==> src/rtl/descaler.sv <==
// descaler - inverse stage of the approximation datapath.
//
// Undoes the range-normalisation shift applied by the scaler. Scaler flags
// are queued in a small FIFO so that each result leaving the approximation
// core is matched, in order, with the flags of its operand.
//
// Optional feature (macro DESCALER_ROUND_EN):
//   defined     : shift_l path rounds half up, z = (y + 1) >>> 1
//   not defined : shift_l path truncates,       z = y >>> 1
//
// Ports:
//   clk, rst                 clock (rising edge), async active-low reset
//   flag_valid_i             push {shift_r_i, shift_l_i, no_shift_i} into FIFO
//   y_i/y_valid_i/y_ready_o  signed approximation result handshake
//   z_o/z_valid_o/z_ready_i  signed descaled result handshake
//   fifo_cnt_o               number of queued flag entries
//   err_o                    sticky error (overflowed push or non-one-hot flags)

module descaler #(
  parameter int unsigned W     = 8,
  parameter int unsigned DEPTH = 4
) (
  input  logic                     clk,
  input  logic                     rst,
  input  logic                     flag_valid_i,
  input  logic                     shift_r_i,
  input  logic                     shift_l_i,
  input  logic                     no_shift_i,
  input  logic [W-1:0]             y_i,
  input  logic                     y_valid_i,
  output logic                     y_ready_o,
  output logic [W-1:0]             z_o,
  output logic                     z_valid_o,
  input  logic                     z_ready_i,
  output logic [$clog2(DEPTH):0]   fifo_cnt_o,
  output logic                     err_o
);

  localparam int unsigned AW = $clog2(DEPTH);
  localparam int unsigned CW = AW + 1;

  typedef enum logic [1:0] {
    FLAG_NONE = 2'd0,
    FLAG_R    = 2'd1,
    FLAG_L    = 2'd2
  } flag_e;

  flag_e          mem_q [DEPTH];
  flag_e          mem_d [DEPTH];
  logic [AW-1:0]  wr_ptr_q, wr_ptr_d;
  logic [AW-1:0]  rd_ptr_q, rd_ptr_d;
  logic [CW-1:0]  cnt_q, cnt_d;
  logic [W-1:0]   z_q, z_d;
  logic           z_valid_q, z_valid_d;
  logic           err_q, err_d;

  logic           full;
  logic           y_ready;
  logic           pop;
  logic           push;
  flag_e          flag_in;
  logic           flag_bad;
  flag_e          head;
  logic [W-1:0]   z_calc;
`ifdef DESCALER_ROUND_EN
  logic [W:0]     round_sum;
`endif

  always_comb begin
    full    = (cnt_q == CW'(DEPTH));
    // Registered count only: a flag pushed this cycle cannot be popped yet.
    y_ready = (cnt_q != '0) && (!z_valid_q || z_ready_i);
    pop     = y_valid_i && y_ready;
    // A full FIFO still takes a push when the head leaves in the same cycle.
    push    = flag_valid_i && (!full || pop);

    flag_bad = 1'b0;
    unique case ({shift_r_i, shift_l_i, no_shift_i})
      3'b100:  flag_in = FLAG_R;
      3'b010:  flag_in = FLAG_L;
      3'b001:  flag_in = FLAG_NONE;
      default: begin
        flag_in  = FLAG_NONE;
        flag_bad = 1'b1;
      end
    endcase

    head = mem_q[rd_ptr_q];

`ifdef DESCALER_ROUND_EN
    round_sum = '0;
`endif
    unique case (head)
      FLAG_R: begin
        // Doubling overflows exactly when the two top bits differ.
        if (y_i[W-1] != y_i[W-2]) begin
          z_calc = y_i[W-1] ? {1'b1, {(W-1){1'b0}}} : {1'b0, {(W-1){1'b1}}};
        end else begin
          z_calc = {y_i[W-2:0], 1'b0};
        end
      end
      FLAG_L: begin
`ifdef DESCALER_ROUND_EN
        round_sum = {y_i[W-1], y_i} + (W+1)'(1);
        z_calc    = round_sum[W:1];
`else
        z_calc = {y_i[W-1], y_i[W-1:1]};
`endif
      end
      default: z_calc = y_i;
    endcase

    mem_d = mem_q;
    if (push) begin
      mem_d[wr_ptr_q] = flag_in;
    end
    wr_ptr_d = push ? wr_ptr_q + AW'(1) : wr_ptr_q;
    rd_ptr_d = pop  ? rd_ptr_q + AW'(1) : rd_ptr_q;

    unique case ({push, pop})
      2'b10:   cnt_d = cnt_q + CW'(1);
      2'b01:   cnt_d = cnt_q - CW'(1);
      default: cnt_d = cnt_q;
    endcase

    err_d = err_q
          | (flag_valid_i && full && !pop)
          | (flag_valid_i && flag_bad);

    z_d = pop ? z_calc : z_q;
    if (pop) begin
      z_valid_d = 1'b1;
    end else if (z_ready_i) begin
      z_valid_d = 1'b0;
    end else begin
      z_valid_d = z_valid_q;
    end
  end

  always_ff @(posedge clk or negedge rst) begin
    if (!rst) begin
      for (int unsigned i = 0; i < DEPTH; i++) begin
        mem_q[i] <= FLAG_NONE;
      end
      wr_ptr_q  <= '0;
      rd_ptr_q  <= '0;
      cnt_q     <= '0;
      z_q       <= '0;
      z_valid_q <= 1'b0;
      err_q     <= 1'b0;
    end else begin
      mem_q     <= mem_d;
      wr_ptr_q  <= wr_ptr_d;
      rd_ptr_q  <= rd_ptr_d;
      cnt_q     <= cnt_d;
      z_q       <= z_d;
      z_valid_q <= z_valid_d;
      err_q     <= err_d;
    end
  end

  assign y_ready_o  = y_ready;
  assign z_o        = z_q;
  assign z_valid_o  = z_valid_q;
  assign fifo_cnt_o = cnt_q;
  assign err_o      = err_q;

endmodule
==> config.mk <==
export PLATFORM = sky130hd
export DESIGN_NAME = descaler
export DESIGN_NICKNAME = d
export VERILOG_FILES = /design/src/rtl/descaler.sv
export SDC_FILE = /design/constraint.sdc
export NUM_CORES = 1
export LEC_CHECK = 0
export CAP_MARGIN = 10
export CORE_MARGIN = 2
export CORE_UTILIZATION = 37
export DETAILED_ROUTE_END_ITERATION = 10
export PLACE_DENSITY_LB_ADDON = 0.2
export SYNTH_ARGS = -nofsm -noshare
export SYNTH_HDL_FRONTEND = slang
export SYNTH_SLANG_ARGS = --single-unit
==> constraint.sdc <==
create_clock -name clk -period 2.5 [get_ports clk]
set_input_delay 0.25 -clock clk [delete_from_list [all_inputs] [get_ports clk]]
set_output_delay 0.25 -clock clk [all_outputs]
set_load 0.01 [all_outputs]
### Word-level counts from Yosys, hierarchy flattened

Index checks and enable logic that the tools add are counted.

| word-level totals | value |
|---|---|
| bits in registers | 25 |
| bits in latches | 0 |
| memory bits (writable) | 0 |
| bits in read-only memories | 0 |
| output and inout port bits | 14 |
| memories | 0 |

| cells by class | value |
|---|---|
| $add $sub $neg | 4 |
| multipliers | 0 |
| div/mod/pow operators | 0 |
| order comparisons | 3 |
| equality and inequality tests | 9 |
| shift-type cells | 0 |
| muxes and demuxes | 14 |
| bitwise logic cells | 4 |
| reductions and logical operators | 16 |

Operator list:

| operator | number |
|---|---|
| 8-bit 2-to-1 mux | 2 |
| 8-bit case mux with 2 select lines | 1 |
| 8-bit bitwise mux | 1 |
| 1-bit logical AND | 7 |
| 3-bit equality test (second input constant) | 2 |
| 3-bit >= comparator (second input constant) | 2 |
| 2-bit 2-to-1 mux | 3 |
| 2-bit NOT with 3-bit output | 2 |
| 3-bit case mux with 2 select lines | 1 |
| 2-bit by 1-bit adder with 2-bit output (second input constant) | 2 |
| 2-bit binary-select mux with 2-bit select | 1 |
| 2-bit demux with 2-bit select | 1 |
| 2-bit by 1-bit equality test with 1-bit output (second input constant) | 2 |
| 2-bit equality test (second input constant) | 2 |
| 2-bit case mux with 2 select lines | 1 |
| 2-bit nonzero test | 2 |
| 3-bit by 1-bit adder with 3-bit output (second input constant) | 1 |
| 3-bit by 1-bit equality test with 1-bit output (second input constant) | 1 |
| 3-bit by 2-bit equality test with 1-bit output (second input constant) | 1 |
| 1-bit logical NOT | 3 |
| 3-bit by 1-bit < comparator with 1-bit output (second input constant) | 1 |
| 1-bit 2-to-1 mux | 3 |
| 3-bit nonzero test | 1 |
| 3-bit OR reduction | 1 |
| 4 further kinds | 6 |

### Depth between registers and ports, before layout

| logic depth | value |
|---|---|
| depth in word-level cells | 8 |
| gate-level depth with buffers | 9 |

### Least setup slack after synthesis

OpenSTA, ideal clock, no wires.

| timing path | value |
|---|---|
| path type | register -> register |
| start point | reg z_valid_q, in the netlist z_valid_o |
| end point | reg cnt_q[2], in the netlist fifo_cnt_o[2] |
| setup time | 0.126 ns |
| arrival time | 2.216 ns |
| slack | 0.157 ns |
| stages on the path, launching flop included | 10 |
| clock period less this slack | 2.343 ns |
| cell sequence | dfrtp_1 > nor2b_4 > or3_4 > buf_6 > or2_1 > fa_1 > nor2b_1 > o2111ai_1 > a21oi_1 > a311o_1 |

| on the way | value |
|---|---|
| cells in the longest elaborated chain, start to end | 8 |
| elaborated cells between the ends (all ways) | 10 |
| those cells by class | 2 x eq/ne; 1 x mux; 7 x reduce/logical |

RTL lines:

| element | line | source |
|---|---|---|
| start: declaration | 54 | `logic z_valid_q, z_valid_d;` |
| start signal: assignment | 157 | `z_valid_q <= z_valid_d;` |
| 1-bit logical NOT * | 72 | `y_ready = (cnt_q != '0) && (!z_valid_q \|\| z_ready_i);` |
| 1-bit logical OR * | 72 |  |
| 1-bit logical AND * | 72 |  |
| 1-bit logical AND * | 73 | `pop = y_valid_i && y_ready;` |
| 1-bit logical OR | 75 | `push = flag_valid_i && (!full \|\| pop);` |
| 1-bit logical AND | 75 |  |
| 2-bit by 1-bit equality test with 1-bit output or 2-bit equality test (tied branches) | 120 | `unique case ({push, pop})` |
| 3-bit case mux with 2 select lines or 2-bit nonzero test (tied branches) | -- |  |
| end signal: assignment | 155 | `cnt_q <= cnt_d;` |
| end: declaration | 52 | `logic [CW-1:0] cnt_q, cnt_d;` |

Mark *: on every way between the ends. The rest lies on a longest branch, timed or not.
A chain may end at the register's enable or synchronous reset.

### Worst setup path in the final report

Ends and elaborated chain as after synthesis.

==> summary by stage <==
Status
The flow ran to the end, and the final reports show no timing, DRC or antenna violations.

STA
Setup repair after global routing left no endpoint under its margin. On the final layout, the worst hold slack is 0.328 ns. The shortest clock period the worst path allows after layout is 2.26 ns. The hold violation total from the final report is 0.

The worst slew slack as a fraction of its limit is 60.6%. The final sum of negative setup slack is 0 ns. The post-route clock period utilization is 90.4%.

Setup slack closes at 0.241 ns. The maximum operating frequency is 443 MHz. The final setup skew is 0.00521 ns. The transition time at the pin with the least slew margin is 0.590 ns. The max-slew violation count is 0. Setup violations remaining at the end of the flow were counted as 0.

Cells and area
Once layout is complete, the utilization of the core stands at 48.7%. The final layout contains 205 nets. The number of antenna repair diodes is 0. The share of final-layout standard cells stronger than drive strength 1 is 16.3%. From synthesis to final layout, the design area changed by 25.6%.

The number of filler cells placed in the layout is 383. The finished layout holds 228 standard cells, fillers aside.

Synthesis
The top cell type by area accounts for 40.0% of the synthesized area. The synthesized design contains 25 register bits. Synthesis produced 146 cells.

The Yosys warning count is 0. The number of enable-type register cells in the synthesized netlist is 0. The number of unique standard cell types used by synthesis is 44.

The part of the Yosys area used for sequential elements is 40.0%. The net count after synthesis is 172. The netlist area before placement is 1560 um^2. Ranked by total cell area, the synthesized netlist is headed by sky130_fd_sc_hd__dfrtp_1 40%, sky130_fd_sc_hd__ha_1 7.2%, sky130_fd_sc_hd__a21o_1 4.3%. The biggest area contributor in the post-synthesis netlist is sky130_fd_sc_hd__dfrtp_1. Among all cell types in the netlist, the one instantiated most often is sky130_fd_sc_hd__dfrtp_1. In the synthesized netlist the async set-or-reset flop fraction comes to 100%. The post-synthesis area per instance is 10.7 um^2. After synthesis, the most frequently instantiated cells are 25 x sky130_fd_sc_hd__dfrtp_1, 15 x sky130_fd_sc_hd__nor2_1, 11 x sky130_fd_sc_hd__nand2_1, 10 x sky130_fd_sc_hd__inv_1. The leading register cell type out of synthesis is sky130_fd_sc_hd__dfrtp_1.

GRT
The final global-route overflow total is 0. Across every metal layer, demand over resource in global routing totals 16.0%. The peak-usage layer in the global routing report is met2. For met1 alone, demand over resource in global routing was 19.1%. The first-pass GRT wire length is 5660 um. Entering global routing, the biggest net connects 26 pins. The met3 usage is 2.92%. The initial antenna violation count was 0. Global routing consumed, on the met2 layer, 28.5% of the routing resources. The via count of the first global-routing pass is 1232.

Placed design
Timing analysis after detailed placement gives a worst setup slack of -0.0563 ns. The HPWL after detailed placement is 2520 um. After detailed placement, the design holds a cell count of 224. Input and output buffers added on the ports amount to 29. The final estimated routing congestion in global placement is 0.785.

Pwr
Net switching is 40.2% of the power. The clock network burns 10.6% of the power. The power share of the sequential group is 32.3%. In this run the power spent charging and discharging nets is 0.926 mW. The total leakage power is 0.902 nW. The power density over the cells is 1170 nW/um^2.

The share of power burned in combinational logic is 57.1%. The cell-internal power is 1.38 mW. IR analysis of the VDD net gives a maximum drop of 451 uV.

CTS
The clock edge transition at the registers on the reported setup and hold paths is 0.09 ns. In this run the clock root is driven by a sky130_fd_sc_hd__clkbuf_8. The post-CTS resize count is 0. After clock tree synthesis, the flow added hold-fix buffers numbering 0.

The later pin in the worst-skew pair is clocked with a latency of 0.27 ns. TritonCTS built the clock tree. The maximum root-to-sink buffer count is 2. The total CTS buffers is 3. The depth of the CTS H-tree is 1. The clock drives 25 sinks. The buffer count from post-CTS setup fixing is 0.

Setup path
The endpoint of the most critical register-to-register path is fifo_cnt_o[2]. The minimum setup slack among reg-to-reg paths is 0.24 ns. STA classifies the critical path startpoint as a flop. The kind of critical path is reg2reg.

The kind of capture point of the worst setup path is a flop. Data arrives at the worst endpoint at 2.42 ns. The largest driver fanout on the critical path is 3.

For the worst setup path, the data required time is 2.66 ns. The worst-case reg-to-reg path depth is 7. The startpoint of the worst register-to-register path is z_valid_o.

Detailed routing
The first detailed-routing pass ran for 4 iterations. The routed design has 3260 um of wire. The remaining antenna violation count is 0. In the final routed layout, each cell accounts on average for 14.3 um. The average vias per placed instance is 5.26. The detailed router placed 1200 vias in this run. For this block, the initial DRC count from the detailed router was 45. The number of design rule violations left after detail routing is 0.

Floorplan
After floorplanning, the core was sized to cover 4030 um^2. The site row count is 23. The starting density of the core is 38.8%. The overall die area is 4760 um^2. During I/O placement, the number of pins put on the boundary was 30. The die is 69.0 um wide. The height of the die is 69.0 um.

Run
Max-cap violations in this run came to 0.

Min path
The worst hold path belongs to the class in2async.
## cell families after synthesis
group,Yosys count,share of synthesized area (%)
multiplexers,11,9.37
AO/OA/AOI/OAI,38,20.5
adder cells (fa/ha/maj),10,8.49
AND/OR/NAND/NOR,40,13.9
XOR/XNOR,5,2.80
buffers and inverters,17,4.88
flip-flops,25,40.0
## cell type report
type | count | area, um^2 | share of cell area [%]
inverter | 11 | 41.3 | 2.10
multi-input combinational | 104 | 861 | 43.8
clock buffer | 4 | 45.0 | 2.29
sequential | 25 | 626 | 31.9
timing repair buffer | 34 | 328 | 16.7
tap | 50 | 62.6 | 3.19
## cell usage in the layout, fill, tap and decap left out, types with 3 or more instances in the layout
cell type	Yosys	layout
sky130_fd_sc_hd__a21o_1	9	9
sky130_fd_sc_hd__a221oi_1	5	5
sky130_fd_sc_hd__mux2_2	5	5
sky130_fd_sc_hd__o21ai_0	3	3
sky130_fd_sc_hd__clkbuf_8	0	3
sky130_fd_sc_hd__mux2_1	4	4
sky130_fd_sc_hd__ha_1	9	9
sky130_fd_sc_hd__o31ai_2	5	5
sky130_fd_sc_hd__nand2_1	11	11
sky130_fd_sc_hd__a21oi_1	3	3
sky130_fd_sc_hd__buf_4	1	5
sky130_fd_sc_hd__nor2_1	15	15
sky130_fd_sc_hd__inv_1	10	10
sky130_fd_sc_hd__xnor2_1	3	3
sky130_fd_sc_hd__dfrtp_1	25	25
sky130_fd_sc_hd__clkdlybuf4s50_1	0	29
## worst max-delay path by stage
stage                         start             to  slack, ns  depth (start not counted)
after detailed placement  z_ready_i  fifo_cnt_o[1]      -0.06                          7
after floorplan           z_valid_o  fifo_cnt_o[2]       0.16                          9
after global routing      z_valid_o  fifo_cnt_o[2]        0.1                          7
final                     z_valid_o  fifo_cnt_o[2]       0.24                          7
after CTS                 z_valid_o  fifo_cnt_o[1]       0.22                          6
after global placement    z_ready_i  fifo_cnt_o[2]       0.03                          9
## power groups by stage
stage	logic, mW	registers (mW)	clock network (mW)
2_1_floorplan	0.868	0.767	0
3_3_place_gp	1.29	0.744	0
5_1_grt	1.48	0.777	0.279
6_report	1.31	0.743	0.244
3_5_place_dp	1.32	0.757	0
4_1_cts	1.33	0.748	0.265
## per-layer routing
metal	routed length [um]	part of all wire, %
met1	1400	43
met5	0	0
met4	44	1.4
met3	115	3.5
met2	1690	52
## state kept, by name (all words and copies together), names as in the netlist
register    cells
err_o           1
fifo_cnt_o      3
mem_q           8
rd_ptr_q        2
wr_ptr_q        2
z_o             8
z_valid_o       1
## stage by stage
step / cell area, um^2 / power (mW)
6_report: 1960 / 2.30
5_1_grt: 1960 / 2.54
4_1_cts: 1960 / 2.34
3_5_place_dp: 1920 / 2.08
3_3_place_gp: 1920 / 2.03
2_1_floorplan: 1560 / 1.63
## critical path, cell delays in order, from the launching register on
cell                      delay [ns]
sky130_fd_sc_hd__dfrtp_1        0.42
sky130_fd_sc_hd__nor2b_4        0.14
sky130_fd_sc_hd__or3_4          0.36
sky130_fd_sc_hd__or2_1          0.22
sky130_fd_sc_hd__fa_1           0.37
sky130_fd_sc_hd__nor2b_1        0.16
sky130_fd_sc_hd__o21ai_0        0.14
sky130_fd_sc_hd__a311o_1        0.32
Note: power is estimated with default switching activity, not from simulation.
